[config.mk]
export PLATFORM = sky130hd
export DESIGN_NAME = mult_booth
export DESIGN_NICKNAME = d
export VERILOG_FILES = /design/src/rtl/mult_booth.sv
export SDC_FILE = /design/constraint.sdc
export NUM_CORES = 1
export LEC_CHECK = 0
export CORE_MARGIN = 5
export CORE_UTILIZATION = 50
export CTS_CLUSTER_DIAMETER = 80
export DETAILED_ROUTE_END_ITERATION = 12
export PLACE_DENSITY = 0.72
export SLEW_MARGIN = 20
export SYNTH_ARGS = -nofsm -noshare
export SYNTH_HDL_FRONTEND = slang
export SYNTH_SLANG_ARGS = --single-unit
[constraint.sdc]
create_clock -name clock -period 9.2 [get_ports clock]
set_input_delay 1.84 -clock clock [delete_from_list [all_inputs] [get_ports clock]]
set_output_delay 1.84 -clock clock [all_outputs]
set_load 0.01 [all_outputs]
[src/rtl/mult_booth.sv]
// mult_booth: sequential 32x32 signed radix-2 Booth multiplier.
// One recode step per clock; low 32 product bits plus overflow flag.
module mult_booth (
  input  logic        clock,
  input  logic        reset_n,
  input  logic [31:0] data_operandA,
  input  logic [31:0] data_operandB,
  input  logic        ctrl_MULT,
  output logic [31:0] data_result,
  output logic        data_exception,
  output logic        data_resultRDY
);

  typedef enum logic [1:0] {
    IDLE = 2'd0,
    BUSY = 2'd1,
    DONE = 2'd2
  } state_t;

  state_t      r_state;
  logic [32:0] r_m;
  logic [32:0] r_acc;
  logic [31:0] r_q;
  logic        r_q1;
  logic [5:0]  r_cnt;

  logic [32:0] w_sum;
  logic [32:0] w_acc_n;
  logic [31:0] w_q_n;
  logic [32:0] w_hi;
  logic        w_exc;

  // Booth recode of {Q[0],q_1}, then arithmetic right shift of {ACC,Q,q_1}.
  always_comb begin
    w_sum = r_acc;
    unique case ({r_q[0], r_q1})
      2'b01:   w_sum = r_acc + r_m;
      2'b10:   w_sum = r_acc - r_m;
      default: w_sum = r_acc;
    endcase
    w_acc_n = {w_sum[32], w_sum[32:1]};
    w_q_n   = {w_sum[0], r_q[31:1]};
    // Product fits in 32 bits only if bits 63..31 are all sign copies.
    w_hi    = {w_acc_n[31:0], w_q_n[31]};
    w_exc   = !((&w_hi) || (~|w_hi));
  end

  // Control FSM, datapath and registered outputs.
  always_ff @(posedge clock or negedge reset_n) begin
    if (!reset_n) begin
      r_state        <= IDLE;
      r_m            <= '0;
      r_acc          <= '0;
      r_q            <= '0;
      r_q1           <= 1'b0;
      r_cnt          <= '0;
      data_result    <= '0;
      data_exception <= 1'b0;
      data_resultRDY <= 1'b0;
    end else if (ctrl_MULT) begin
      r_state        <= BUSY;
      r_m            <= {data_operandA[31], data_operandA};
      r_acc          <= '0;
      r_q            <= data_operandB;
      r_q1           <= 1'b0;
      r_cnt          <= '0;
      data_resultRDY <= 1'b0;
    end else begin
      data_resultRDY <= 1'b0;
      unique case (r_state)
        BUSY: begin
          r_acc <= w_acc_n;
          r_q   <= w_q_n;
          r_q1  <= r_q[0];
          r_cnt <= r_cnt + 6'd1;
          if (r_cnt == 6'd31) begin
            r_state        <= DONE;
            data_result    <= w_q_n;
            data_exception <= w_exc;
            data_resultRDY <= 1'b1;
          end
        end
        DONE:    r_state <= IDLE;
        default: r_state <= IDLE;
      endcase
    end
  end

endmodule

# Yosys cells after proc, flatten, opt, wreduce, memory -nomap -nowiden
# Cells that the tools add are included.
dict set report word_totals {
  reg_bits 140
  in_bits 67
  out_inout_bits 34
}
dict set report op_classes {
  n_addsub 3
  n_eq_ne 5
  n_mux 15
  bitwise 1
  n_reduce_logical 7
}
# op n
set op_table {}
lappend op_table {{$mux W33} 2}
lappend op_table {{$pmux W33 S2} 1}
lappend op_table {{$mux W32} 2}
lappend op_table {{$add A33 B33 Y33} 1}
lappend op_table {{$reduce_and A33 Y1} 1}
lappend op_table {{$reduce_or A33 Y1} 1}
lappend op_table {{$sub A33 B33 Y33} 1}
lappend op_table {{$mux W6} 2}
lappend op_table {{$add A6 B1 Y6 const B} 1}
lappend op_table {{$eq A6 B5 Y1 const B} 1}
lappend op_table {{$mux W2} 3}
lappend op_table {{$mux W1} 5}
lappend op_table {{$eq A2 B1 Y1 const B} 2}
lappend op_table {{$ne A3 B3 Y1 const B} 1}
lappend op_table {{$reduce_and A3 Y1} 1}
lappend op_table {{$eq A2 B2 Y1 const B} 1}
lappend op_table {{$logic_not A1 Y1} 2}
lappend op_table {{$reduce_bool A2 Y1} 1}
lappend op_table {{$logic_or A1 B1 Y1} 1}
lappend op_table {{$not A1 Y1} 1}

# Depth between registers and ports, before layout
dict set report logic_depth {
  ltp_word 6
  depth_mapped 21
}

# Worst setup path after synthesis
# OpenSTA, ideal clock, no wires.
dict set report synth_timing {
  kind {register to register}
  from {register r_m[4]}
  to {register data_exception}
  setup_time_ns 0.129
  arrival_ns 4.746
  required_ns 9.071
  setup_slack_ns 4.325
  path_stages_with_launch 19
  n_path_buf 0
  period_less_slack_ns 4.875
  cell_sequence {dfrtp_1 -> nor3_1 -> nand2_1 -> nor4_1 -> nand3b_1 -> or4_1 -> nor2_1 -> a21o_1 -> xnor2_1 -> ha_1 -> and2_1 -> a221o_1 -> a221o_1 -> o41ai_1 -> xnor2_1 -> mux2i_1 -> or4b_1 -> o311ai_1 -> nand2_1}
}
dict set report synth_between {
  elab_chain_cells 6
}
# item line
set synth_lines {}
lappend synth_lines {{start: declaration} 21} ;# logic [32:0] r_m;
lappend synth_lines {{start signal: assignment} 62} ;# r_m <= {data_operandA[31], data_operandA};
lappend synth_lines {{$sub A33 B33 Y33 / $add A33 B33 Y33 (equally long branches)} {38, 37}}
lappend synth_lines {{$pmux W33 S2 (*)} 36} ;# unique case ({r_q[0], r_q1})
lappend synth_lines {{$reduce_or A33 Y1} 45} ;# w_exc = !((&w_hi) || (~|w_hi));
lappend synth_lines {{$logic_not A1 Y1} 45}
lappend synth_lines {{$logic_or A1 B1 Y1 (*)} 45}
lappend synth_lines {{$logic_not A1 Y1 (*)} 45}
lappend synth_lines {{end signal: assignment} 79} ;# data_exception <= w_exc;
lappend synth_lines {{end: declaration} 10} ;# output logic data_exception,
# Every way passes the cells marked *; elsewhere a longest branch is shown, timed or not.
# A chain may end at the register's enable or synchronous reset.

# Worst setup path in the final report
dict set report layout_timing {
  from {register r_m[0]}
  to {register data_exception}
}
# The elaborated chain is that of the path after synthesis.

==> impl_metrics.ini <==
[logic_synthesis]
synth.top_cells.by_count = 192 x nand2_1, 139 x dfrtp_1, 90 x nor2_1
syn_nets = 1138
yosys-top-cells-area = dfrtp_1 39%, nand2_1 8.1%, ha_1 4.9%, mux2i_1 4.7%, o21ai_0 4.1%
async_flop_share = 1.00
synth.distinct_cells = 74
ys_seq_area_frac = 0.389
synthCells = 1035
synth_area_leader_cell = dfrtp_1
post-synth-top-area-fraction = 0.389
ys.flop_type = dfrtp_1
yosys_warnings = 0
yosys_register_bits = 139
synthesis.area_um2 = 8940
yosysMostFrequentCell = nand2_1
synth-edff-count = 0
synth_area_per_cell_um2 = 8.64

[timing]
min_period_ps = 5580
hold_viol = 0
tightest_slew_ps = 1080
period_share = 0.606
maxSlewViolCount = 0
rsz0062_at_grt = false
skew_ps = 10.2
slew_headroom = 0.273
fmax_mhz = 179
setup_viol = 0
finalSetupTns_ps = 0

[grt]
grtUsageTotal = 0.240
grt_pass1_wl_mm = 39.6
grt_max_degree = 78
grt_antenna_before_repair = 0
grt_pass1_vias = 7710
grt_overflow_total = 0

[routing]
wl_met3_mm = 1.75
wire_per_inst_um = 17.6
dr.pass1.iters = 5
initialDrtViolationCount = 591
via_per_inst = 5.92
vias = 7957
highest_layer = met4
finalWirelength_mm = 23.6
ant_nets = 0
wl_met2_mm = 10.7
drc = 0
wl_met1_mm = 10.8

[final_layout]
seqCellArea_um2 = 3480
drive_above_1_share = 0.0769
design_area_um2 = 10600
multi_input_area_um2 = 5170
area_growth_pct = 18.7
fin_nets = 1208
fillers = 1508
antenna_cells = 0
fin_util = 0.609

[run]
maxCapViolCount = 0

[clocking]
cts-root-buf = clkbuf_16
cts_max_level = 4
cts_tree = done
clk_pin_slew_ps = 70
holdBufCountCts = 0
clock_latency_ps = 420
cts.sinks = 139
cts_setup_buffers = 0
numCtsBuffers = 17
ctsResizeCount = 0
clockBufferDepth = 2

[worst_setup_path]
critPathArrivalTime_ps = 5870
start_kind = flip-flop
reg2reg_depth = 19
rr_endpoint = data_exception$_DFFE_PN0P_
startpoint = r_m[0]$_DFFE_PN0P_
r2r_setup_slack_ps = 3620
crit_required_ps = 9490
critPathKind = flip-flop to flip-flop
worstReg2RegStart = r_m[0]$_DFFE_PN0P_
cp-endpoint = data_exception$_DFFE_PN0P_
path_max_fanout = 8
cp-end-kind = flip-flop

[floorplan]
die_x_um = 144
ioPinCount = 101
fp-row-count = 48
coreArea_um2 = 17400
die_height_um = 144
initial_core_util = 0.513
die_area_um2 = 20600

[power_and_ir_drop]
power_leakage_uw = 0.00460
peakVddDrop_mv = 0.150
power_uw = 2420
power_density_nw_per_um2 = 228

[placement]
place_congestion = 0.945
place_area_um2 = 10100
portBuffers = 100
hpwl_mm = 16.5

[outcome]
status = complete, no violations

[worst_hold_path]
hold_class = flip-flop to flip-flop
-- cell families after synthesis --
logic type	share of synthesized area
AOI/OAI and AO/OA	0.186
xor gates and xnor gates	0.0441
adders and majority gates	0.0512
buffers and inverters	0.0335
DFF	0.389
muxes	0.0823
and+or+nand+nor	0.213
-- cell type report --
| class | instances | share of cell area |
|---|---|---|
| clock buffer | 17 | 0.0401 |
| clock inverter | 15 | 0.0119 |
| inverter | 19 | 0.00672 |
| multi-input combinational | 820 | 0.487 |
| sequential | 139 | 0.328 |
| tap | 225 | 0.0265 |
| timing repair buffer | 108 | 0.0999 |
-- through the flow --
step	instances	hold WS, ps	worst slack, ps
3_5_place_dp	1311	461	3720
5_1_grt	1343	491	3100
4_1_cts	1343	478	3660
6_report	1343	474	3620
3_3_place_gp	1311	459	3810
2_1_floorplan	1035	460	4320
-- layout by cell type, fill, tap and decap left out, types with 9 or more instances in the layout --
cell | Yosys | final
a21o_1 | 13 | 13
nor3_1 | 29 | 29
ha_1 | 35 | 35
xnor2_1 | 37 | 37
nand2_1 | 192 | 192
or3_1 | 9 | 9
a211oi_1 | 30 | 30
a21oi_1 | 51 | 51
clkdlybuf4s50_1 | 0 | 98
dfrtp_1 | 139 | 139
o21ai_0 | 73 | 73
clkbuf_16 | 0 | 17
o21a_1 | 11 | 11
mux2i_1 | 42 | 42
buf_4 | 1 | 9
and2_1 | 14 | 14
nor2b_1 | 11 | 10
nand4_1 | 12 | 12
inv_1 | 18 | 18
nor4_1 | 10 | 10
nand3_1 | 10 | 10
mux2_2 | 28 | 28
nor2_1 | 90 | 90
-- how the worst min path moves through the flow --
stage / end / from / depth (start not counted) / slack (ps)
detailed placement: data_result[21]$_DFFE_PN0P_ / data_result[21]$_DFFE_PN0P_ / 2 / 460
global route: data_result[21]$_DFFE_PN0P_ / data_result[21]$_DFFE_PN0P_ / 2 / 490
CTS: data_result[21]$_DFFE_PN0P_ / data_result[21]$_DFFE_PN0P_ / 2 / 480
floorplan: data_result[0]$_DFFE_PN0P_ / r_q[1]$_DFFE_PN0P_ / 2 / 460
finish: data_result[4]$_DFFE_PN0P_ / data_result[4]$_DFFE_PN0P_ / 2 / 470
global placement: data_result[21]$_DFFE_PN0P_ / data_result[21]$_DFFE_PN0P_ / 2 / 460
-- routing by layer --
layer / global-route usage / vias up
met3: 0.0702 / 30
met1: 0.334 / 3807
met4: 0.0629 / 0
li1: - / 3865
met5: 0 / -
met2: 0.370 / 255
-- power breakdown --
part	total [uW]	switching, uW	internal [uW]
registers	758	73.5	684
clock network	652	297	355
logic	1010	592	414
-- worst max-delay path, stage by stage, from the launching register on --
cell	delay [ps]
dfrtp_1	410
inv_1	90
ha_1	190
nand2_1	80
nor4b_1	880
nand2_1	120
nor2_1	230
a21oi_1	120
xnor2_1	200
ha_1	360
a21oi_1	240
o21ai_1	170
a21oi_1	170
o311ai_0	140
a211oi_1	500
nand2_1	90
a2111oi_0	850
nand3_1	160
o311ai_1	330
nand2_1	100
-- state kept, by name, indices dropped and copies added, names as in the netlist --
| name | flops |
|---|---|
| data_result | 32 |
| r_q1 | 1 |
| r_acc | 32 |
| r_m | 32 |
| data_resultRDY | 1 |
| r_cnt | 6 |
| data_exception | 1 |
| r_state | 2 |
| r_q | 32 |
No activity file was read; power rests on OpenSTA's default activity.
